### src/rtl/store_narrow_pkg.sv
// store_pkg: shared size codes, FSM state encodings and byte-enable helper for store_narrow
package store_pkg;
  typedef enum logic [1:0] {
    SZ_BYTE = 2'b00,
    SZ_HALF = 2'b01,
    SZ_WORD = 2'b10,
    SZ_BAD  = 2'b11
  } size_e;
  typedef enum logic [1:0] {
    ST_IDLE  = 2'b00,
    ST_READ  = 2'b01,
    ST_WRITE = 2'b10
  } state_e;
  function automatic logic [3:0] calc_be(input size_e size, input logic [1:0] lo);
    return size == SZ_BYTE ? 4'b0001 << lo :
           size == SZ_HALF ? (lo[1] ? 4'b1100 : 4'b0011) :
           size == SZ_WORD ? 4'b1111 : 4'b0000;
  endfunction
endpackage

### src/rtl/store_narrow_if.sv
// store_narrow_if: store request and data-memory port bundle for store_narrow
//   request : req_valid/req_ready handshake, req_addr, req_data, req_size
//   status  : done, misalign (one-cycle pulses)
//   memory  : mem_addr, mem_wdata, mem_be, mem_we, mem_re, mem_rdata, mem_ack
//   slave modport is the store_narrow side, master is the requester/memory side
interface store_narrow_if #(parameter int ADDR_W = 32);
  logic              req_valid;
  logic              req_ready;
  logic [ADDR_W-1:0] req_addr;
  logic [31:0]       req_data;
  logic [1:0]        req_size;
  logic              done;
  logic              misalign;
  logic [ADDR_W-1:0] mem_addr;
  logic [31:0]       mem_wdata;
  logic [3:0]        mem_be;
  logic              mem_we;
  logic              mem_re;
  logic [31:0]       mem_rdata;
  logic              mem_ack;
  modport slave (
    input  req_valid, req_addr, req_data, req_size, mem_rdata, mem_ack,
    output req_ready, done, misalign, mem_addr, mem_wdata, mem_be, mem_we, mem_re
  );
  modport master (
    output req_valid, req_addr, req_data, req_size, mem_rdata, mem_ack,
    input  req_ready, done, misalign, mem_addr, mem_wdata, mem_be, mem_we, mem_re
  );
endinterface

### src/rtl/store_lane_merge.sv
// store_lane_merge: places store data on little-endian byte lanes, merges into an old word, flags misalignment
//   in : size, lo (addr[1:0]), data (right-justified), old (word read back from memory)
//   out: lane_data (unused lanes 0), be, merged (store lanes over old), misalign
module store_lane_merge
  import store_pkg::*;
(
  input  size_e       size,
  input  logic [1:0]  lo,
  input  logic [31:0] data,
  input  logic [31:0] old,
  output logic [31:0] lane_data,
  output logic [3:0]  be,
  output logic [31:0] merged,
  output logic        misalign
);
  logic [31:0] mask;
  logic [31:0] bm;
  assign be        = calc_be(size, lo);
  assign mask      = size == SZ_BYTE ? 32'h0000_00ff : size == SZ_HALF ? 32'h0000_ffff : 32'hffff_ffff;
  assign lane_data = size == SZ_WORD ? data : (data & mask) << {lo, 3'b000};
  assign bm        = {{8{be[3]}}, {8{be[2]}}, {8{be[1]}}, {8{be[0]}}};
  assign merged    = (lane_data & bm) | (old & ~bm);
  assign misalign  = size == SZ_BAD || (size == SZ_HALF && lo[0]) || (size == SZ_WORD && lo != 2'b00);
endmodule

### src/rtl/store_narrow.sv
// store_narrow: store lane formatter and data-memory write sequencer (direct write or read-modify-write)
//   clk, rst : clock, asynchronous active-high reset
//   bus      : store_narrow_if.slave (request handshake, done/misalign pulses, memory port)
//   DMEM_BYTE_EN_EN defined: memory honours mem_be, byte/half stores write directly with partial be
//   DMEM_BYTE_EN_EN undefined: byte/half stores read the word, merge, then write it back with be=1111
module store_narrow
  import store_pkg::*;
#(
  parameter int ADDR_W = 32
) (
  input logic            clk,
  input logic            rst,
  store_narrow_if.slave  bus
);
`ifdef DMEM_BYTE_EN_EN
  localparam bit BYTE_EN = 1'b1;
`else
  localparam bit BYTE_EN = 1'b0;
`endif
  state_e            state_q, state_d;
  logic [ADDR_W-1:0] addr_q, addr_d;
  logic [31:0]       wdata_q, wdata_d;
  logic [31:0]       data_q, data_d;
  logic [3:0]        be_q, be_d;
  size_e             size_q, size_d;
  logic [1:0]        lo_q, lo_d;
  logic              done_q, done_d;
  logic              misalign_q, misalign_d;
  logic              idle;
  size_e             m_size;
  logic [1:0]        m_lo;
  logic [31:0]       m_data;
  logic [31:0]       lane_data;
  logic [31:0]       merged;
  logic [3:0]        lane_be;
  logic              bad;
  assign idle = state_q == ST_IDLE;
  // In IDLE the merge unit classifies the incoming request; once busy it works on the captured store for the RMW merge.
  assign m_size = idle ? size_e'(bus.req_size) : size_q;
  assign m_lo   = idle ? bus.req_addr[1:0] : lo_q;
  assign m_data = idle ? bus.req_data : data_q;
  store_lane_merge u_merge (
    .size      (m_size),
    .lo        (m_lo),
    .data      (m_data),
    .old       (bus.mem_rdata),
    .lane_data (lane_data),
    .be        (lane_be),
    .merged    (merged),
    .misalign  (bad)
  );
  always_comb begin
    state_d    = state_q;
    addr_d     = addr_q;
    wdata_d    = wdata_q;
    data_d     = data_q;
    be_d       = be_q;
    size_d     = size_q;
    lo_d       = lo_q;
    done_d     = 1'b0;
    misalign_d = 1'b0;
    if (idle && bus.req_valid) begin
      if (bad) begin
        misalign_d = 1'b1;
      end else begin
        state_d = (BYTE_EN || m_size == SZ_WORD) ? ST_WRITE : ST_READ;
        addr_d  = {bus.req_addr[ADDR_W-1:2], 2'b00};
        wdata_d = lane_data;
        be_d    = BYTE_EN ? lane_be : 4'hf;
        size_d  = m_size;
        lo_d    = m_lo;
        data_d  = m_data;
      end
    end
    if (state_q == ST_READ && bus.mem_ack) begin
      state_d = ST_WRITE;
      wdata_d = merged;
    end
    if (state_q == ST_WRITE && bus.mem_ack) begin
      state_d = ST_IDLE;
      done_d  = 1'b1;
    end
  end
  always_ff @(posedge clk or posedge rst) begin
    if (rst) begin
      state_q    <= ST_IDLE;
      addr_q     <= '0;
      wdata_q    <= '0;
      data_q     <= '0;
      be_q       <= '0;
      size_q     <= SZ_BYTE;
      lo_q       <= '0;
      done_q     <= 1'b0;
      misalign_q <= 1'b0;
    end else begin
      state_q    <= state_d;
      addr_q     <= addr_d;
      wdata_q    <= wdata_d;
      data_q     <= data_d;
      be_q       <= be_d;
      size_q     <= size_d;
      lo_q       <= lo_d;
      done_q     <= done_d;
      misalign_q <= misalign_d;
    end
  end
  assign bus.req_ready = idle && !rst;
  assign bus.done      = done_q;
  assign bus.misalign  = misalign_q;
  assign bus.mem_addr  = addr_q;
  assign bus.mem_wdata = wdata_q;
  assign bus.mem_be    = be_q;
  assign bus.mem_we    = state_q == ST_WRITE;
`ifdef DMEM_BYTE_EN_EN
  assign bus.mem_re    = 1'b0;
`else
  assign bus.mem_re    = state_q == ST_READ;
`endif
endmodule

### src/flat_wrapper.sv
// flat-port wrapper written by rule: the top's interface ports become plain ports
module store_narrow_flat import store_pkg::*;
#(
  parameter int ADDR_W = 32
)
  (clk, rst, bus_req_valid, bus_req_addr, bus_req_data, bus_req_size, bus_mem_rdata, bus_mem_ack, bus_req_ready, bus_done, bus_misalign, bus_mem_addr, bus_mem_wdata, bus_mem_be, bus_mem_we, bus_mem_re);
  store_narrow_if #(.ADDR_W(ADDR_W)) bus_i ();
  input logic clk;
  input logic rst;
  input wire logic [$bits(bus_i.req_valid)-1:0] bus_req_valid;
  input wire logic [$bits(bus_i.req_addr)-1:0] bus_req_addr;
  input wire logic [$bits(bus_i.req_data)-1:0] bus_req_data;
  input wire logic [$bits(bus_i.req_size)-1:0] bus_req_size;
  input wire logic [$bits(bus_i.mem_rdata)-1:0] bus_mem_rdata;
  input wire logic [$bits(bus_i.mem_ack)-1:0] bus_mem_ack;
  output wire logic [$bits(bus_i.req_ready)-1:0] bus_req_ready;
  output wire logic [$bits(bus_i.done)-1:0] bus_done;
  output wire logic [$bits(bus_i.misalign)-1:0] bus_misalign;
  output wire logic [$bits(bus_i.mem_addr)-1:0] bus_mem_addr;
  output wire logic [$bits(bus_i.mem_wdata)-1:0] bus_mem_wdata;
  output wire logic [$bits(bus_i.mem_be)-1:0] bus_mem_be;
  output wire logic [$bits(bus_i.mem_we)-1:0] bus_mem_we;
  output wire logic [$bits(bus_i.mem_re)-1:0] bus_mem_re;
  assign bus_i.req_valid = bus_req_valid;
  assign bus_i.req_addr = bus_req_addr;
  assign bus_i.req_data = bus_req_data;
  assign bus_i.req_size = bus_req_size;
  assign bus_i.mem_rdata = bus_mem_rdata;
  assign bus_i.mem_ack = bus_mem_ack;
  assign bus_req_ready = bus_i.req_ready;
  assign bus_done = bus_i.done;
  assign bus_misalign = bus_i.misalign;
  assign bus_mem_addr = bus_i.mem_addr;
  assign bus_mem_wdata = bus_i.mem_wdata;
  assign bus_mem_be = bus_i.mem_be;
  assign bus_mem_we = bus_i.mem_we;
  assign bus_mem_re = bus_i.mem_re;
  store_narrow #(.ADDR_W(ADDR_W)) u_core (.clk(clk), .rst(rst), .bus(bus_i));
endmodule
### config.mk
export PLATFORM = sky130hd
export DESIGN_NAME = store_narrow_flat
export DESIGN_NICKNAME = d
export VERILOG_FILES = /design/src/rtl/store_narrow_pkg.sv /design/src/rtl/store_narrow_if.sv /design/src/rtl/store_lane_merge.sv /design/src/rtl/store_narrow.sv /design/src/flat_wrapper.sv
export SDC_FILE = /design/constraint.sdc
export NUM_CORES = 1
export LEC_CHECK = 0
export ABC_AREA = 1
export CAP_MARGIN = 20
export CORE_ASPECT_RATIO = 0.8
export CORE_MARGIN = 2
export CORE_UTILIZATION = 60
export DETAILED_ROUTE_END_ITERATION = 8
export DONT_BUFFER_PORTS = 1
export PLACE_DENSITY = 0.83
export SLEW_MARGIN = 15
export SYNTH_ARGS = -nofsm -noshare
export SYNTH_HDL_FRONTEND = slang
export SYNTH_SLANG_ARGS = --single-unit
### constraint.sdc
create_clock -name clk -period 4.8 [get_ports clk]
set_input_delay 1.44 -clock clk [delete_from_list [all_inputs] [get_ports clk]]
set_output_delay 1.44 -clock clk [all_outputs]
set_load 0.1 [all_outputs]
* Yosys cells after proc, flatten, opt, wreduce, memory -nomap -nowiden *
Cells that the tools add are included.

operators by class
  add/subtract/negate cells = 0
  order comparisons = 0
  eq/ne operators = 7
  divide/modulo/power cells = 0
  shift-type cells = 2
  multiply operators = 0
  bitwise logic cells = 6
  reductions and logical operators = 17
  multiplexer cells = 21

operator list
  operator             number
  $mux 32              7
  $and 32x32->32       3
  $not 32->32          1
  $or 32x32->32        1
  $shl 32x5->32        1
  $mux 4               4
  $mux 2               7
  $eq 2x2->1 const B   3
  $logic_and 1x1->1    6
  $reduce_and 2->1     3
  $eq 2x1->1 const B   2
  $logic_not 2->1      2
  $reduce_bool 2->1    2
  $shl 1x2->4 const A  1
  $mux 1               3
  $ne 3x3->1 const B   1
  $reduce_bool 3->1    1
  $logic_or 1x1->1     2
  $ne 2x2->1 const B   1
  $logic_not 1->1      1
  $not 1->1            1

storage, ports and cells
  latch bits = 0
  flip-flop bits (word level) = 103
  bits in read-only memories = 0
  memory bits (writable) = 0
  input bits = 102
  output and inout port bits = 73
  memories kept = 0
  word-level logic and storage cells = 62

* Longest topological paths before layout *
  depth in word-level cells = 11
  depth in mapped cells = 14
  mapped depth without buffers = 13

* By module *
Synthesis repeated with hierarchy kept, for this count alone.

second synthesis, totals
  cells, all modules = 868
  area, all modules = 5928.2 µm²

modules (own cells, without submodules)
  module            instances  seq. area each (µm²)  area an instance (µm²)  cells an instance
  store_narrow      1          2577.5                4611.9                  573
  store_lane_merge  1          0.0                   1316.3                  295

* Least setup slack after synthesis *
No wires, ideal clock.

  path kind = input -> output
  start point = input rst
  end point = output bus_req_ready
  arrival = 2.693 ns
  stages on the path = 1
  path buffers = 0
  data required time = 3.360 ns
  setup slack = 0.667 ns
  cells stage by stage = nor2_1

between the ends
  cells in the longest elaborated chain, start to end = 2

ends and longest elaborated chain
  what                              RTL line             text
  from (decl)                       flat_wrapper.sv:9    input logic rst;
  $logic_not 1->1 (no source line)  --
  $logic_and 1x1->1                 store_narrow.sv:107  assign bus.req_ready = idle && !rst;
  to (decl)                         flat_wrapper.sv:16   output wire logic [$bits(bus_i.req_ready)-1:0] bus_req_ready;

Every way passes these cells.

* Worst setup path in the final report *
  start point = register u_core.state_q[0]
  end point = register u_core.addr_q[25] (netlist: u_core.bus.mem_addr[25])

between the ends
  cells in the longest elaborated chain, start to end = 8
  elaborated cells on any way between the ends = 14
  those cells by class = eq/ne: 3; mux: 2; bitwise: 1; reduce/logical: 8

ends and longest elaborated chain
  what                                 RTL line                text
  from (decl)                          store_narrow.sv:20      state_e state_q, state_d;
  from (signal assigned)               store_narrow.sv:96      state_q <= state_d;
  $logic_not 2->1 *                    store_narrow.sv:37      assign idle = state_q == ST_IDLE;
  $mux 2                               store_narrow.sv:39      assign m_size = idle ? size_e'(bus.req_size) : size_q;
  $eq 2x1->1                           store_lane_merge.sv:23  assign misalign = size == SZ_BAD || (size == SZ_HALF && lo[0]) || (size == SZ_WORD && lo != 2'b00);
  $logic_and 1x1->1                    store_lane_merge.sv:23
  $logic_or 1x1->1 (2 in series)       store_lane_merge.sv:23
  $not 1->1 (no source line)           --
  $reduce_and 2->1 (no source line) *  --
  to (signal assigned)                 store_narrow.sv:97      addr_q <= addr_d;
  to (decl)                            store_narrow.sv:21      logic [ADDR_W-1:0] addr_q, addr_d;

Mark *: on every way between the ends. The rest lies on a longest branch, timed or not.
A chain may end at the register's enable or synchronous reset.

==> impl_metrics.toml <==
[outcome]
status = "completed"

[placed_design]
place_hpwl_um = 10200
place.gp.congestion = 0.910
pre_cts_ws_ps = 1140
placed_cell_area_sq_um = 5570
port_buffers = 0

[timing]
setup_ws_ps = 1390
clock_skew_ps = 10.5
relSlewSlack_pct = 26.1
tightest_slew_ps = 1110
timing.fmax_ghz = 0.293
tns_ps = 0
final.min_clock_period_ps = 3410
rsz0062_at_grt = "no"
hold_violations = 0
finalCritPeriodShare_pct = 71.1
final_max_slew_viol_count = 0
finalSetupViolations = 0

[die]
die_w_um = 112
core-area_sq_um = 9080
start_util_pct = 61.8
dieArea_sq_um = 10100
die_y_um = 90.5
io_pins = 175
rows = 31

[clock_tree]
clock_path_buffers = 2
cts_tree = "built"
root_buffer = "clkbuf_16"
htreeDepth = 3
ctsHoldBuffers = 0
clk_pin_slew_ps = 70
cts_resized = 0
post_cts_buffers = 0
insertion_delay_ps = 340
cts_buffers = 9
cts.sinks = 103

[pwr]
p_per_area_nw_per_um2 = 271
ir_drop_mv = 0.173
power_leakage_nw = 3.12

[critical_path]
crit_type = "reg -> reg"
cp.arrival_ps = 3690
crit_buf_inv = 2
worstPathRequired_ps = 5080
max_stage_delay_ps = 630
cpMostUsedCell = "nand2_1"
cp_top_family = "simple AND/OR/NAND/NOR gates"
cp_max_fo = 42
cp_slowest_cell = "nor2_4"
end_kind = "flip-flop"
cp_cell_sequence = "nor2_4 > nand2_1 > nand2_2 > inv_2 > o21ai_2 > nand2_2 > nor2_4 > buf_4 > nand2_1 > nand2_1"
startpoint_type = "flip-flop"

[global_route]
overflow = 0
grt_usage_pct = 28.5
grt_pass1_vias = 4789
grt_pass1_wl_um = 23200
antenna_found_initial = 0
grt_start_max_net_pins = 76

[synthesis]
dominantRegCellSynth = "dfrtp_1"
syn_avg_cell_area_sq_um = 7.10
synth-edff-count = 0
yosys_register_bits = 103
syn_inst = 790
synth_top_area_share_pct = 45.9
synth_area_sq_um = 5610
synth_cell_types = 28
ys_top_cells_by_area = "dfrtp_1 46%, nand2_1 24%, o21ai_0 5.0%, nand3_1 4.5%, nor2_1 3.7%"
synth_most_common_cell = "nand2_1"
ys_seq_area_share_pct = 45.9
ys_async_sr_fraction_pct = 100
synthDominantAreaCellType = "dfrtp_1"
synthTopCellsByCount = "358 x nand2_1, 103 x dfrtp_1, 56 x nor2_1, 56 x o21ai_0, 50 x nand3_1"
yosys_warnings = 0

[drt]
wirelength_um = 13700
avgViaCountPerCell = 5.52
dr.pass1.iters = 6
vias = 4871
wl_per_cell_um = 15.6
drt-initial-drc-count = 378
ant_nets = 0
drcViolationCount = 0

[layout]
syn2layout_area_growth_pct = 4.15
antenna_cells = 0
nNetsFinal = 865
design_area_sq_um = 5840
drive_gt1_share_pct = 8.21

[hold_path]
hold_path.class = "reg -> reg"

[job]
maxCapViolCount = 0
state kept, by name, indices dropped and copies added (netlist names):
register              cells
u_core.lo_q               2
u_core.bus.done           1
u_core.data_q            32
u_core.bus.mem_be         1
u_core.bus.misalign       1
u_core.bus.mem_wdata     32
u_core.state_q            2
u_core.size_q             2
u_core.bus.mem_addr      30
final timing paths:
check | from | end | slack [ps] | cells after the start
worst min register to register | u_core.data_q[16] | u_core.data_q[16] | 490 | 2
worst max-delay path | u_core.state_q[0] | u_core.bus.mem_addr[25] | 1390 | 10
worst min-delay path | u_core.data_q[16] | u_core.data_q[16] | 490 | 2
worst max register to register | u_core.state_q[0] | u_core.bus.mem_addr[25] | 1390 | 10
max in group asynchronous | rst | u_core.bus.mem_wdata[30] | 2720 | 2
min in group asynchronous | rst | u_core.state_q[1] | 1170 | 1
layout by cell type, fill, tap and decap left out, drive strengths merged:
| cell | Yosys | layout |
|---|---|---|
| a21oi | 2 | 2 |
| a22oi | 2 | 2 |
| buf | 39 | 5 |
| clkbuf | 5 | 9 |
| clkinv | 0 | 1 |
| clkinvlp | 0 | 2 |
| conb | 1 | 2 |
| dfrtp | 103 | 103 |
| inv | 46 | 49 |
| mux2i | 6 | 6 |
| nand2 | 369 | 369 |
| nand3 | 51 | 51 |
| nand4 | 1 | 1 |
| nor2 | 62 | 62 |
| o21a | 1 | 1 |
| o21ai | 89 | 89 |
| or2 | 13 | 13 |
worst register-to-register path, stage by stage, from the launching register on:
cell and delay [ps]:
dfrtp_1 460, nor2_4 630, nand2_1 180, nand2_2 300
inv_2 210, o21ai_2 220, nand2_2 110, nor2_4 610
buf_4 440, nand2_1 110, nand2_1 80
layer usage:
metal	track usage, %	routed length [um]	vias up
met5	0	0	-
met4	9.76	310	0
met3	8.32	1430	28
met2	42.9	5860	266
met1	39.6	6130	2180
li1	-	-	2397
cells by family (layout without fill, tap and decap cells):
kind of cell	count (synthesis)	in the layout	synth area share [%]
AND/OR/NAND/NOR	496	496	36.6
multiplexers	6	6	1.07
AO/OA/AOI/OAI	94	94	8.85
flip-flops	103	103	45.9
buffers and inverters	90	66	7.52
other	1	2	0.0668
metrics by stage:
step	hold WS (ps)	total power [mW]	std cells	utilization, %
CTS	497	1.59	882	64.4
floorplan	448	0.907	791	-
finish	488	1.58	882	64.4
global placement	463	0.910	867	61.3
global route	516	1.63	882	64.4
detailed placement	477	0.911	867	61.3
layout make-up:
cell class | instances | area, sq um
inverters | 46 | 175
clock inverters | 6 | 52.6
clock buffers | 9 | 225
well taps | 115 | 144
fillers | 792 | 3230
repair buffers | 5 | 37.5
flip-flops and latches | 103 | 2580
multi-input cells | 598 | 2630
where the power goes:
part	leakage (nW)	internal (mW)	switching [mW]
Clock	0.130	0.357	0.332
Combinational	1.67	0.00169	0.0238
Sequential	1.32	0.867	0
Total	3.12	1.23	0.356
No activity file was read; power rests on OpenSTA's default activity.
